==> config.mk <==
export PLATFORM = sky130hd
export DESIGN_NAME = crt_clock_gen
export DESIGN_NICKNAME = d
export VERILOG_FILES = /design/src/rtl/crt_clock_pkg.sv /design/src/rtl/crt_freq_divider.sv /design/src/rtl/crt_clock_gen.sv
export SDC_FILE = /design/constraint.sdc
export NUM_CORES = 1
export LEC_CHECK = 0
export CELL_PAD_IN_SITES_DETAIL_PLACEMENT = 1
export CELL_PAD_IN_SITES_GLOBAL_PLACEMENT = 2
export CORE_UTILIZATION = 39
export DETAILED_ROUTE_END_ITERATION = 8
export PLACE_DENSITY = 0.87
export SETUP_SLACK_MARGIN = 0.05
export SYNTH_ARGS = -nofsm -noshare
export SYNTH_HDL_FRONTEND = slang
export SYNTH_HIERARCHICAL = 1
export SYNTH_SLANG_ARGS = --single-unit
==> constraint.sdc <==
create_clock -name Clock -period 5.65 [get_ports Clock]
set_input_delay 1.13 -clock Clock [delete_from_list [all_inputs] [get_ports Clock]]
set_output_delay 1.13 -clock Clock [all_outputs]
set_load 0.03 [all_outputs]
==> src/rtl/crt_clock_pkg.sv <==
// Shared types and constants for the multi-channel CRT/timing clock generator.
package crt_clock_pkg;

  typedef enum logic [1:0] {
    IDLE = 2'd0,
    CALC = 2'd1,
    DONE = 2'd2
  } divState_t;

  localparam int DEFAULT_FREQ_W = 10;
  localparam int DIV_CYCLES     = DEFAULT_FREQ_W;
  localparam int SYS_MHZ        = 100;
  localparam int PIX_MHZ        = 25;

  // One quotient bit is resolved per cycle, so the iteration count equals the operand width.
  function automatic int divCycles(input int freqW);
    return freqW;
  endfunction

endpackage

==> src/rtl/crt_freq_divider.sv <==
// Sequential restoring divider: Quotient = Dividend / (2*HalfDivisor), one bit per cycle.
//   state | meaning
//   IDLE  | waiting for Start; operands latched on Start
//   CALC  | one restoring-division step per cycle, FREQ_W steps
//   DONE  | result valid for exactly one cycle (Done=1)
module crt_freq_divider
  import crt_clock_pkg::*;
#(
  parameter int FREQ_W = 10
) (
  input  logic              Clock,
  input  logic              Reset,
  input  logic              Start,
  input  logic [FREQ_W-1:0] Dividend,
  input  logic [FREQ_W-1:0] HalfDivisor,
  output logic              Busy,
  output logic              Done,
  output logic [FREQ_W-1:0] Quotient,
  output logic              DivByZero
);

  localparam int ITER_W = $clog2(FREQ_W + 1);
  localparam logic [ITER_W-1:0] ITER_LAST = ITER_W'(divCycles(FREQ_W) - 1);

  divState_t state, stateNext;

  logic [FREQ_W-1:0] dvd;
  logic [FREQ_W-1:0] quo;
  logic [FREQ_W:0]   dvs;
  logic [FREQ_W:0]   rem;
  logic [FREQ_W+1:0] trial;
  logic [FREQ_W:0]   diff;
  logic              fits;
  logic [ITER_W-1:0] iter;
  logic              zeroFlag;

  assign trial = {rem, dvd[FREQ_W-1]};
  assign fits  = (trial >= {1'b0, dvs});
  // Remainder after a successful subtract always fits in FREQ_W+1 bits.
  assign diff  = trial[FREQ_W:0] - dvs;

  always_ff @(posedge Clock) begin
    if (Reset) begin
      state <= IDLE;
    end else begin
      state <= stateNext;
    end
  end

  always_comb begin
    stateNext = state;
    case (state)
      IDLE:    if (Start) stateNext = CALC;
      CALC:    if (iter == '0) stateNext = DONE;
      DONE:    stateNext = IDLE;
      default: stateNext = IDLE;
    endcase
  end

  always_ff @(posedge Clock) begin
    if (Reset) begin
      dvd      <= '0;
      dvs      <= '0;
      rem      <= '0;
      quo      <= '0;
      iter     <= '0;
      zeroFlag <= 1'b0;
    end else if (state == IDLE && Start) begin
      dvd      <= Dividend;
      dvs      <= {HalfDivisor, 1'b0};
      rem      <= '0;
      quo      <= '0;
      iter     <= ITER_LAST;
      zeroFlag <= (HalfDivisor == '0);
    end else if (state == CALC) begin
      dvd  <= {dvd[FREQ_W-2:0], 1'b0};
      rem  <= fits ? diff : trial[FREQ_W:0];
      quo  <= {quo[FREQ_W-2:0], fits};
      iter <= iter - 1'b1;
    end
  end

  assign Busy      = (state != IDLE);
  assign Done      = (state == DONE);
  assign Quotient  = quo;
  assign DivByZero = zeroFlag;

endmodule

==> src/rtl/crt_clock_gen.sv <==
// NUM_CH run-time programmable divided clocks; new half-periods are adopted only at a toggle.
module crt_clock_gen
  import crt_clock_pkg::*;
#(
  parameter int NUM_CH   = 2,
  parameter int FREQ_W   = 10,
  parameter int CH_IDX_W = 3
) (
  input  logic                Clock,
  input  logic                Reset,
  input  logic                Load,
  input  logic [CH_IDX_W-1:0] LoadChannel,
  input  logic [FREQ_W-1:0]   SystemClockFreq,
  input  logic [FREQ_W-1:0]   ChannelFreq,
  output logic                Busy,
  output logic                ConfigError,
  output logic [NUM_CH-1:0]   ClockOut,
  output logic [NUM_CH-1:0]   TickRise,
  output logic [NUM_CH-1:0]   Locked
);

  localparam logic [CH_IDX_W:0] NUM_CH_L = (CH_IDX_W + 1)'(NUM_CH);

  logic                divBusy;
  logic                divDone;
  logic                divZero;
  logic [FREQ_W-1:0]   quotient;
  logic                accept;
  logic                pendWrite;
  logic                resultBad;
  logic [CH_IDX_W-1:0] targetCh;
  logic                configErr;

  assign accept    = Load && !divBusy && ({1'b0, LoadChannel} < NUM_CH_L);
  assign resultBad = divZero || (quotient == '0);
  assign pendWrite = divDone && !resultBad;

  crt_freq_divider #(
    .FREQ_W(FREQ_W)
  ) uDivider (
    .Clock      (Clock),
    .Reset      (Reset),
    .Start      (accept),
    .Dividend   (SystemClockFreq),
    .HalfDivisor(ChannelFreq),
    .Busy       (divBusy),
    .Done       (divDone),
    .Quotient   (quotient),
    .DivByZero  (divZero)
  );

  always_ff @(posedge Clock) begin
    if (Reset) begin
      targetCh  <= '0;
      configErr <= 1'b0;
    end else begin
      if (accept) targetCh <= LoadChannel;
      if (divDone) configErr <= resultBad;
    end
  end

  assign Busy        = divBusy;
  assign ConfigError = configErr;

  for (genvar ch = 0; ch < NUM_CH; ch++) begin : gCh
    logic [FREQ_W-1:0] half;
    logic [FREQ_W-1:0] cnt;
    logic [FREQ_W-1:0] pending;
    logic              pendValid;
    logic              clkReg;
    logic              tickReg;
    logic              lockReg;
    logic              writeHere;

    assign writeHere = pendWrite && (targetCh == CH_IDX_W'(ch));

    always_ff @(posedge Clock) begin
      if (Reset) begin
        half      <= '0;
        cnt       <= FREQ_W'(1);
        pending   <= '0;
        pendValid <= 1'b0;
        clkReg    <= 1'b0;
        tickReg   <= 1'b0;
        lockReg   <= 1'b0;
      end else begin
        tickReg <= 1'b0;
        if (half == '0) begin
          clkReg <= 1'b0;
          cnt    <= FREQ_W'(1);
          if (pendValid) begin
            half      <= pending;
            pendValid <= 1'b0;
            lockReg   <= 1'b1;
          end
        end else if (cnt == half) begin
          clkReg  <= ~clkReg;
          tickReg <= ~clkReg;
          cnt     <= FREQ_W'(1);
          if (pendValid) begin
            half      <= pending;
            pendValid <= 1'b0;
          end
        end else begin
          cnt <= cnt + 1'b1;
        end
        // A result landing on a toggle cycle stays pending for the following toggle.
        if (writeHere) begin
          pending   <= quotient;
          pendValid <= 1'b1;
        end
      end
    end

    assign ClockOut[ch] = clkReg;
    assign TickRise[ch] = tickReg;
    assign Locked[ch]   = lockReg;
  end

endmodule

==> results by stage <==
Detailed routing:
- In the routed design, unresolved DRC markers number 0.
- The number of iterations in the first detailed-routing pass is 4.
- The vias per cell is about 5.4.
- The detailed-route via count is approximately 4500.
- The count of routing violations after the opening detailed-route iteration is approximately 250.
- The antenna violation net count after detailed routing is 0.
- In the final routed layout, each cell accounts on average for between 15 and 20 microns.
- After detailed routing, the total wire length is about 13 mm.

Clock tree:
- The clock-pin transition on the worst setup and hold timing paths is ~0.050 ns.
- TritonCTS built the clock tree.
- The maximum clock insertion buffer count is 2.
- The clock tree synthesis step divided the H-tree into 4 levels.
- In this run, post-CTS hold repair placed 0 buffers.
- The tree built by TritonCTS fans out to 120 sinks.
- The count of buffers added by post-CTS timing repair for setup is 0.
- The number of gates resized after CTS is 0.
- The number of clock buffers inserted by TritonCTS is 17.
- CTS placed an instance of sky130_fd_sc_hd__clkbuf_16 at the clock tree root.
- The source-to-sink clock delay at the later pin of the worst-skew pair is 0.41 ns.

Die:
- For this configuration, the core starts out at a cell density of 0.407.
- The floorplan step set the die height to 120 microns.
- The row count is between 40 and 50.
- The die outline area is 0.0145 sq mm.
- The die width is ~120 microns.
- The core area is around 0.013 sq mm.
- In this run the count of I/O pins placed on the die edge is 34.

Timing:
- The post-layout minimum cycle time is 3.32 ns.
- The normalized max-slew margin is 0.200.
- The fmax is 301 MHz.
- The final number of max-transition violations is 0.
- Setup repair after global routing left no endpoint under its margin.
- The slew at the pin closest to its max-slew limit is ~1.2 ns.
- The hold violation count in the final report is 0.
- The worst-case hold slack is 0.449 ns.
- Adding up every negative setup slack in the final design gives 0 ns.
- The final count of negative-setup-slack endpoints is 0.
- On the final layout, the worst clock skew is between 0.007 and 0.008 ns.
- Of the available clock period, the critical path in the final layout requires 0.588.

Logic synthesis:
- Synthesis instantiated between 50 and 60 different standard cells from the library.
- The number of enable flip-flop cells after synthesis is 0.
- For this run, the leading register cell type out of synthesis is sky130_fd_sc_hd__dfxtp_1.
- During synthesis, Yosys emitted a total of 6 warnings.
- Synthesis inferred 120 register bits.
- The share of the Yosys chip area taken by registers is 0.439.
- Counting flops with an async set or reset pin after synthesis yields a share of 0.
- Counting every net in the synthesized netlist gives roughly 680.
- The synthesized netlist occupies a cell area of about 0.0055 sq mm.
- The gate count after technology mapping is approximately 640.
- A synthesized cell averages 8.58 sq um.

Critical path:
- The critical path goes through clkdlybuf4s50_1, nor4b_1, nand2_1, nand2b_1, or4_1, nand3_1.
- The largest fanout on the critical path is 16.
- The startpoint class of the critical path is an input pin.
- The stage delay of the slowest cell on the critical path is 0.66 ns.
- The depth of the worst register-to-register path is 7.
- The minimum setup slack among reg-to-reg paths is approximately 2.9 ns.
- The startpoint identified for the worst register-to-register timing path is uDivider/state[0].
- The standard cell with the maximum stage delay on the critical path is sky130_fd_sc_hd__nor4b_1.
- The critical path is of the input pin to flop type.
- The critical path ends at uDivider/rem[3].
- The worst setup path is captured at a flop.
- The data arrival time at the worst-slack endpoint is roughly 3.6 ns.
- The endpoint identified for the worst register-to-register timing path is uDivider/rem[3].
- The critical path starts at LoadChannel[1].
- The required time of the critical path is between 5 and 6 ns.

Global routing:
- The first global-routing pass estimated about 22 mm of wire.
- The number of global-route vias before repair is around 4500.
- The sum of overflow across all layers after global routing is 0.
- Across every metal layer, demand over resource in global routing totals 0.188.
- Entering global routing, the biggest net connects 65 pins.
- The initial antenna violation count came to 0.

Power and ir drop:
- In this run the static leakage power is between 2 and 2.5 nW.
- Overall power consumption after layout is estimated at around 0.002 W.
- The worst-case IR drop observed on VDD is 0.221 mV.
- Dividing total power by cell area gives a power density of between 300 and 400 mW/mm^2.

Finish:
- In the layout the commonest cells are 120 x sky130_fd_sc_hd__dfxtp_1, 108 x sky130_fd_sc_hd__nand2_1, 46 x sky130_fd_sc_hd__a21oi_1.
- Leaving out filler cells and counting taps, the final layout contains 842.
- The antenna cell count is 0.
- The sequential cell area is about 0.0024 sq mm.
- The final layout contains ~700 nets.
- From synthesis to final layout, the design area changed by 16.4%.
- The ratio of cells with drive above 1 in the final layout is 0.0676.
- In the final layout, the multi-input gates occupy about 0.0028 sq mm.
- The library cell used most frequently in the layout, excluding fill and tap cells, is sky130_fd_sc_hd__dfxtp_1.
- After filler insertion, the fill cell instance count of the layout stands at ~1600.

Hold path:
- The tightest min-delay check is of the flop to flop type.

Flow run:
- The tool flagged a number of max-cap violations equal to 0.

Placed design:
- In this run the tool buffered the top-level ports with 33 buffer cells.
- Once detailed placement completed, the half-perimeter wirelength came to 8.95 mm.
- Once placement completed, the tool counted placed cells totaling a little over 800.
- The weighted congestion at the end of routability-driven global placement is ~0.84.

Run status:
- The run finished with clean final reports.
==> power by group <==
part	switching [W]	internal, W
sequential	0.00000818	0.000858
clock	0.000356	0.000581
combinational	0.0000945	0.0000697
==> cells in the mapped netlist (10+ instances only) <==
library cell               instances  area, sq um
sky130_fd_sc_hd__o21ai_0          35          175
sky130_fd_sc_hd__nand3_1          35          175
sky130_fd_sc_hd__xnor2_1          24          210
sky130_fd_sc_hd__or4_1            10         75.1
sky130_fd_sc_hd__nand2_1         108          405
sky130_fd_sc_hd__nor4_1           11         68.8
sky130_fd_sc_hd__inv_1            17         63.8
sky130_fd_sc_hd__dfxtp_1         120         2400
sky130_fd_sc_hd__clkbuf_1         19         71.3
sky130_fd_sc_hd__a21oi_1          46          230
sky130_fd_sc_hd__mux2i_1          26          260
sky130_fd_sc_hd__nor2_1           44          165
sky130_fd_sc_hd__xor2_1           21          184
sky130_fd_sc_hd__ha_1             13          163
==> flip-flops by register name (all words and copies together) (netlist names) <==
| name | count |
|---|---|
| ConfigError | 1 |
| gCh.clkReg | 2 |
| gCh.cnt | 20 |
| gCh.half | 20 |
| gCh.lockReg | 2 |
| gCh.pendValid | 2 |
| gCh.pending | 20 |
| gCh.tickReg | 2 |
| targetCh | 3 |
| uDivider/DivByZero | 1 |
| uDivider/Quotient | 10 |
| uDivider/dvd | 10 |
| uDivider/dvs | 10 |
| uDivider/iter | 4 |
| uDivider/rem | 11 |
| uDivider/state | 2 |
==> worst min path at each step <==
stage | startpoint | to | slack, ns | cells past startpoint
2_1_floorplan | gCh[0].cnt[0] | gCh[0].cnt[0] | 0.41 | 1
3_3_place_gp | gCh[0].cnt[0] | gCh[0].cnt[0] | 0.43 | 1
3_5_place_dp | gCh[0].cnt[0] | gCh[0].cnt[0] | 0.44 | 1
4_1_cts | gCh[0].cnt[0] | gCh[0].cnt[0] | 0.45 | 1
5_1_grt | uDivider/dvd[7] | uDivider/dvd[7] | 0.47 | 2
6_report | gCh[0].cnt[0] | gCh[0].cnt[0] | 0.45 | 1
==> layer usage <==
layer	share of wire	track usage	wire length [microns]	up-vias
li1	-	-	-	2258
met1	0.47	0.230	6000	2195
met2	0.50	0.322	6410	52
met3	0.025	0.0434	322	16
met4	0.013	0.0679	163	0
met5	0	0	0	-
==> stage by stage <==
| step | cell area (sq um) | utilization | setup WS [ns] |
|---|---|---|---|
| detailed placement | 5870 | 0.436 | 1.90 |
| global placement | 5870 | 0.436 | 2.01 |
| CTS | 6370 | 0.474 | 2.31 |
| global route | 6370 | 0.474 | 2.07 |
| finish | 6370 | 0.474 | 2.33 |
| floorplan | 5470 | - | 3.02 |
==> critical path, delay by kind of cell <==
kind                   cells  cell delay [ns]
AND/OR/NAND/NOR            5             2.08
buffers and inverters      1             0.40
==> cells by family (layout without fill, tap and decap cells) <==
| group | Yosys count | count (layout) | share of synthesized area |
|---|---|---|---|
| xor+xnor | 45 | 45 | 0.0720 |
| flops | 120 | 120 | 0.439 |
| buf+inv | 57 | 85 | 0.0517 |
| mux | 26 | 26 | 0.0476 |
| simple gates | 251 | 251 | 0.217 |
| compound gates | 125 | 125 | 0.139 |
| fa+ha+maj | 14 | 14 | 0.0334 |
==> layout make-up <==
class                           count  share of cell area
Multi-Input combinational cell    461               0.440
Tap cell                          176              0.0346
Timing Repair Buffer               39              0.0589
Inverter                           18              0.0106
Clock buffer                       24              0.0756
Sequential cell                   120               0.377
Clock inverter                      4             0.00353
(Power assumes the default switching activity.)
